## src/rtl/move_rx_deframer.sv

```systemverilog
// Oversampling UART receive deframer for the move link: 2-flop sync, 3-sample majority vote,
// 8N1 frames by default; define MOVE_RX_PARITY_EN for 8E1 with even-parity checking.
module move_rx_deframer #(
  parameter int unsigned CLK_PER_SAMP = 423,
  parameter int unsigned SAMP_PER_BIT = 16,
  parameter int unsigned PKT_LEN      = 8
) (
  input  logic               clk_in,
  input  logic               rst_in,
  input  logic               rx,
  output logic               ready,
  output logic [PKT_LEN-1:0] data_out,
  output logic               frame_err,
  output logic               busy
);

  localparam int unsigned H  = SAMP_PER_BIT / 2;
  localparam int unsigned DW = (CLK_PER_SAMP > 1) ? $clog2(CLK_PER_SAMP) : 1;
  localparam int unsigned SW = $clog2(SAMP_PER_BIT);
  localparam int unsigned BW = (PKT_LEN > 1) ? $clog2(PKT_LEN) : 1;

  localparam logic [DW-1:0] DIV_LAST  = DW'(CLK_PER_SAMP - 1);
  localparam logic [SW-1:0] SAMP_LAST = SW'(SAMP_PER_BIT - 1);
  localparam logic [SW-1:0] SAMP_HM1  = SW'(H - 1);
  localparam logic [SW-1:0] SAMP_H    = SW'(H);
  localparam logic [SW-1:0] SAMP_HP1  = SW'(H + 1);
  localparam logic [BW-1:0] BIT_LAST  = BW'(PKT_LEN - 1);

  typedef enum logic [2:0] {
    ARM,
    IDLE,
    START,
    DATA,
`ifdef MOVE_RX_PARITY_EN
    PARITY,
`endif
    STOP
  } state_t;

  state_t             state_q;
  logic [1:0]         sync_q;
  logic [DW-1:0]      div_q;
  logic [SW-1:0]      samp_q;
  logic [BW-1:0]      bit_q;
  logic               dec_q;
  logic               s0_q;
  logic               s1_q;
  logic [PKT_LEN-1:0] shift_q;
  logic [PKT_LEN-1:0] data_q;
  logic               ready_q;
  logic               ferr_q;

  logic rx_s;
  logic active;
  logic tick;
  logic wrap;
  logic decide;
  logic maj;
  logic par_ok;

  assign rx_s   = sync_q[1];
  assign active = (state_q != ARM) && (state_q != IDLE);
  assign tick   = active && (div_q == DIV_LAST);
  assign wrap   = tick && (samp_q == SAMP_LAST);
  assign decide = tick && (samp_q == SAMP_HP1);
  assign maj    = (s0_q & s1_q) | (s0_q & rx_s) | (s1_q & rx_s);

`ifdef MOVE_RX_PARITY_EN
  logic par_q;
  assign par_ok = ~^{shift_q, par_q};
`else
  assign par_ok = 1'b1;
`endif

  assign ready     = ready_q;
  assign frame_err = ferr_q;
  assign data_out  = data_q;
  assign busy      = active;

  always_ff @(posedge clk_in or posedge rst_in) begin
    if (rst_in) begin
      state_q <= IDLE;
      sync_q  <= 2'b11;
      div_q   <= '0;
      samp_q  <= '0;
      bit_q   <= '0;
      dec_q   <= 1'b0;
      s0_q    <= 1'b1;
      s1_q    <= 1'b1;
      shift_q <= '0;
      data_q  <= '0;
      ready_q <= 1'b0;
      ferr_q  <= 1'b0;
`ifdef MOVE_RX_PARITY_EN
      par_q   <= 1'b0;
`endif
    end else begin
      sync_q  <= {sync_q[0], rx};
      ready_q <= 1'b0;
      ferr_q  <= 1'b0;

      if (tick) begin
        div_q  <= '0;
        samp_q <= wrap ? '0 : samp_q + 1'b1;
        if (samp_q == SAMP_HM1) s0_q <= rx_s;
        if (samp_q == SAMP_H)   s1_q <= rx_s;
      end else if (active) begin
        div_q <= div_q + 1'b1;
      end

      case (state_q)
        ARM: begin
          if (rx_s) state_q <= IDLE;
        end
        IDLE: begin
          if (!rx_s) begin
            div_q   <= '0;
            samp_q  <= '0;
            state_q <= START;
          end
        end
        START: begin
          if (decide) begin
            if (maj) begin
              state_q <= IDLE;
            end else begin
              state_q <= DATA;
              bit_q   <= '0;
              dec_q   <= 1'b0;
            end
          end
        end
        DATA: begin
          // The first wrap seen here closes the start bit, so only a wrap that
          // follows a decision advances the bit index.
          if (decide) begin
            shift_q <= {maj, shift_q[PKT_LEN-1:1]};
            dec_q   <= 1'b1;
          end
          if (wrap && dec_q) begin
            dec_q <= 1'b0;
            if (bit_q == BIT_LAST) begin
`ifdef MOVE_RX_PARITY_EN
              state_q <= PARITY;
`else
              state_q <= STOP;
`endif
            end else begin
              bit_q <= bit_q + 1'b1;
            end
          end
        end
`ifdef MOVE_RX_PARITY_EN
        PARITY: begin
          if (decide) par_q <= maj;
          if (wrap) state_q <= STOP;
        end
`endif
        STOP: begin
          if (decide) begin
            if (maj && par_ok) begin
              data_q  <= shift_q;
              ready_q <= 1'b1;
              state_q <= IDLE;
            end else begin
              ferr_q  <= 1'b1;
              state_q <= ARM;
            end
          end
        end
        default: state_q <= ARM;
      endcase
    end
  end

endmodule
```

## config.mk

```make
export PLATFORM = sky130hd
export DESIGN_NAME = move_rx_deframer
export DESIGN_NICKNAME = d
export VERILOG_FILES = /design/src/rtl/move_rx_deframer.sv
export SDC_FILE = /design/constraint.sdc
export NUM_CORES = 1
export LEC_CHECK = 0
export ABC_AREA = 1
export CORE_ASPECT_RATIO = 1.25
export CORE_MARGIN = 8
export CORE_UTILIZATION = 58
export CTS_CLUSTER_DIAMETER = 40
export DETAILED_ROUTE_END_ITERATION = 8
export PLACE_DENSITY = 0.78
export SKIP_LAST_GASP = 1
export SYNTH_ARGS = -nofsm -noshare
export SYNTH_HDL_FRONTEND = slang
export SYNTH_SLANG_ARGS = --single-unit
```

## constraint.sdc

```tcl
create_clock -name clk_in -period 2.2 [get_ports clk_in]
set_clock_uncertainty 0.05 [all_clocks]
set_input_delay 0.44 -clock clk_in [delete_from_list [all_inputs] [get_ports clk_in]]
set_output_delay 0.44 -clock clk_in [all_outputs]
set_load 0.05 [all_outputs]
```

==> metrics <==
outcome=finished clean; Post-Syn Area=roughly 2100 sq um; Pwr Total=between 2 and 3 mW; vias in the first global route=1644; r2r endpoint=bit_q[1]; DR vias/cell=approximately 5.3; Main synth FF type=dfrtp_1; Antenna Cells=0; Hold Vio Cnt, Final=0; Layout area overhead=14.9%; TritonCTS clock tree=yes; DR pass1 iterations=5; power density of the placed cells=roughly 1100 nW/um^2; hold buffer count at CTS=0; commonest non-fill, non-tap cells in the layout=nand2_1 (57), dfrtp_1 (37), inv_1 (35), nor2_1 (18), clkdlybuf4s50_1 (12); Die ar.=5920 sq um; Post-CTS Setup Bufs=0; CP Cell Sequence=inv_2 > nand3_2 > nand2_4 > inv_1 > buf_12; DRC Markers=0; DR iter-0 viols=62; Setup Viol. Count Final=0; CP endpoint kind=output pin; CTS resizes=0; Max Clock Freq=approximately 500 MHz; Stages on worst setup path=5; crit path max-delay cell type=dfstp_2; Largest delay share family, worst path=flip-flops; Max Slew Vio Count=0; crit path max fanout=7; period utilization=about nine tenths; GR peak layer=met2; Post-synth EDFFs=0; worst hold slack=about 0.31 ns; CTS Sinks=between 40 and 50; CP required=roughly 1.7 ns; Final Critical Period=between 2 and 2.5 ns; Synth Area per Inst=approximately 9 sq um; final wirelength=~3900 microns; GR met1 Demand/Resource=~15%; Startpoint Class=flip-flop; fill count=250; Arr. time, crit path=between 1.5 and 2 ns; #FFs+latches synth=42; Worst VDD drop=around 0.00090 V; clock tree buffer depth=2; Clk Latency, worst-skew pair=~0.30 ns; synth top area cells=dfrtp_1 (43%), nand2_1 (10%), dfstp_2 (6.1%); Core Box Area=between 3000 and 4000 sq um; Cells after Synth=245; Slew @ Worst Pin=slightly above 0.5 ns; met3 Usage GRT=3.45%; Routed Antenna Nets=0; Tot GR Track Use=between 10 and 15%; commonest non-fill, non-tap cell in the layout=nand2_1; YS warnings=0; initial antenna violation count=0; WP buf/inv=3; Static Leakage=1.23 nW; GPL Wtd Cong=0.863; Top Ports=14; Row Count=24; CTS Buf Count=5; register clock-pin slew on the reported worst setup and hold paths=approximately 0.08 ns; CP Class=flip-flop to output pin; min-delay src=sync_q[0]; Die X=between 70 and 80 microns; share of cells above drive strength 1=between 15 and 20%; Synth cell types=28; first-pass GRT wire length=between 6000 and 7000 microns; max-cap violation count=0; r2r setup slk=between 0.3 and 0.4 ns; via count=roughly 1.6k; grt ovf=0; Post-synth ARST share=100%; Hold Path Depth=0; RSZ-0062 raised after global routing=false; WL/cell=around 13 microns; met2 global-route usage=between 20% and 30%; Worst Hold End=sync_q[1]; fin nets=roughly 280; Final HPWL DP=2750 microns; port buffer count=13; CP peak stage delay=0.57 ns; Synth area leader=dfrtp_1; CTS Root Cell=clkbuf_8; largest net degree at the start of global routing=43; setup_tns=0 ns; Hold Path Class=flip-flop to flip-flop; Yosys top cell area share=a little over two fifths; worst-case reg-to-reg path depth=11; Die H=roughly 84 microns; Synthesized Nets=255; # H-tree levels=2; register area share after synthesis=between 40% and 50%; Slew headroom=between 60 and 70%; initial core utilization=between 60 and 70%; reg-to-reg startpoint=div_q[0]
## per-layer routing
metal  up-vias  wire length [microns]
met1       756                   1730
met3        10                    115
met2        26                   1940
li1        820                      -
met5         -                      0
met4         0                     73
## logic make-up (layout without fill, tap and decap cells)
logic type      Yosys count  after routing  synth area share, %
compound gates           41             41                 12.1
flops                    42             42                 49.2
buf+inv                  42             63                 8.10
fa+ha+maj                 7              7                 4.08
simple gates            109            109                 24.9
xor+xnor                  4              4                 1.63
## how the worst max path moves through the flow
| stage | start | endpoint | slack (ns) |
|---|---|---|---|
| after global placement | div_q[0] | bit_q[0] | 0.50 |
| final | state_q[0] | busy | 0.19 |
| after CTS | state_q[0] | busy | 0.18 |
| after detailed placement | div_q[0] | bit_q[1] | 0.39 |
| after global routing | state_q[0] | busy | 0.11 |
| after floorplan | state_q[0] | div_q[8] | 0.53 |
## where the power goes
part	total, mW	switching, mW	internal (mW)
registers	0.975	0.0937	0.882
logic	0.887	0.580	0.307
clock network	0.735	0.280	0.455
## metrics by stage
step	instance area [sq um]	util, %	instances	setup slack (ns)
after CTS	2470	70.2	305	0.179
final	2470	70.2	305	0.192
after global placement	2330	66.3	297	0.500
after floorplan	2150	-	245	0.526
after detailed placement	2330	66.3	297	0.393
after global routing	2470	70.2	305	0.114
## sequential cells by signal (all words and copies together), names as in the netlist, 2 cells and up
register  cells
bit_q         3
data_out      8
sync_q        2
samp_q        4
div_q         9
state_q       3
shift_q       8
## cell usage after synthesis (all sizes together), types with 2 or more instances
library cell  count
nor3              7
xor2              3
dfstp             5
ha                7
inv              39
buf               2
o21bai            2
dfrtp            37
nor2             19
o21ai            26
nand2            63
or2               2
a211oi            2
a21oi            10
nand4             5
nand3            12
## layout make-up
cell class              instances  area, sq um  share of cell area, %
clock buffers                   5         68.8                   2.79
clock inverters                 3         68.8                   2.79
inverters                      40          151                   6.14
well taps                      39         48.8                   1.98
multi-input cells             161          917                   37.2
repair buffers                 15          155                   6.29
flip-flops and latches         42         1060                   42.8
(Power assumes the default switching activity.)
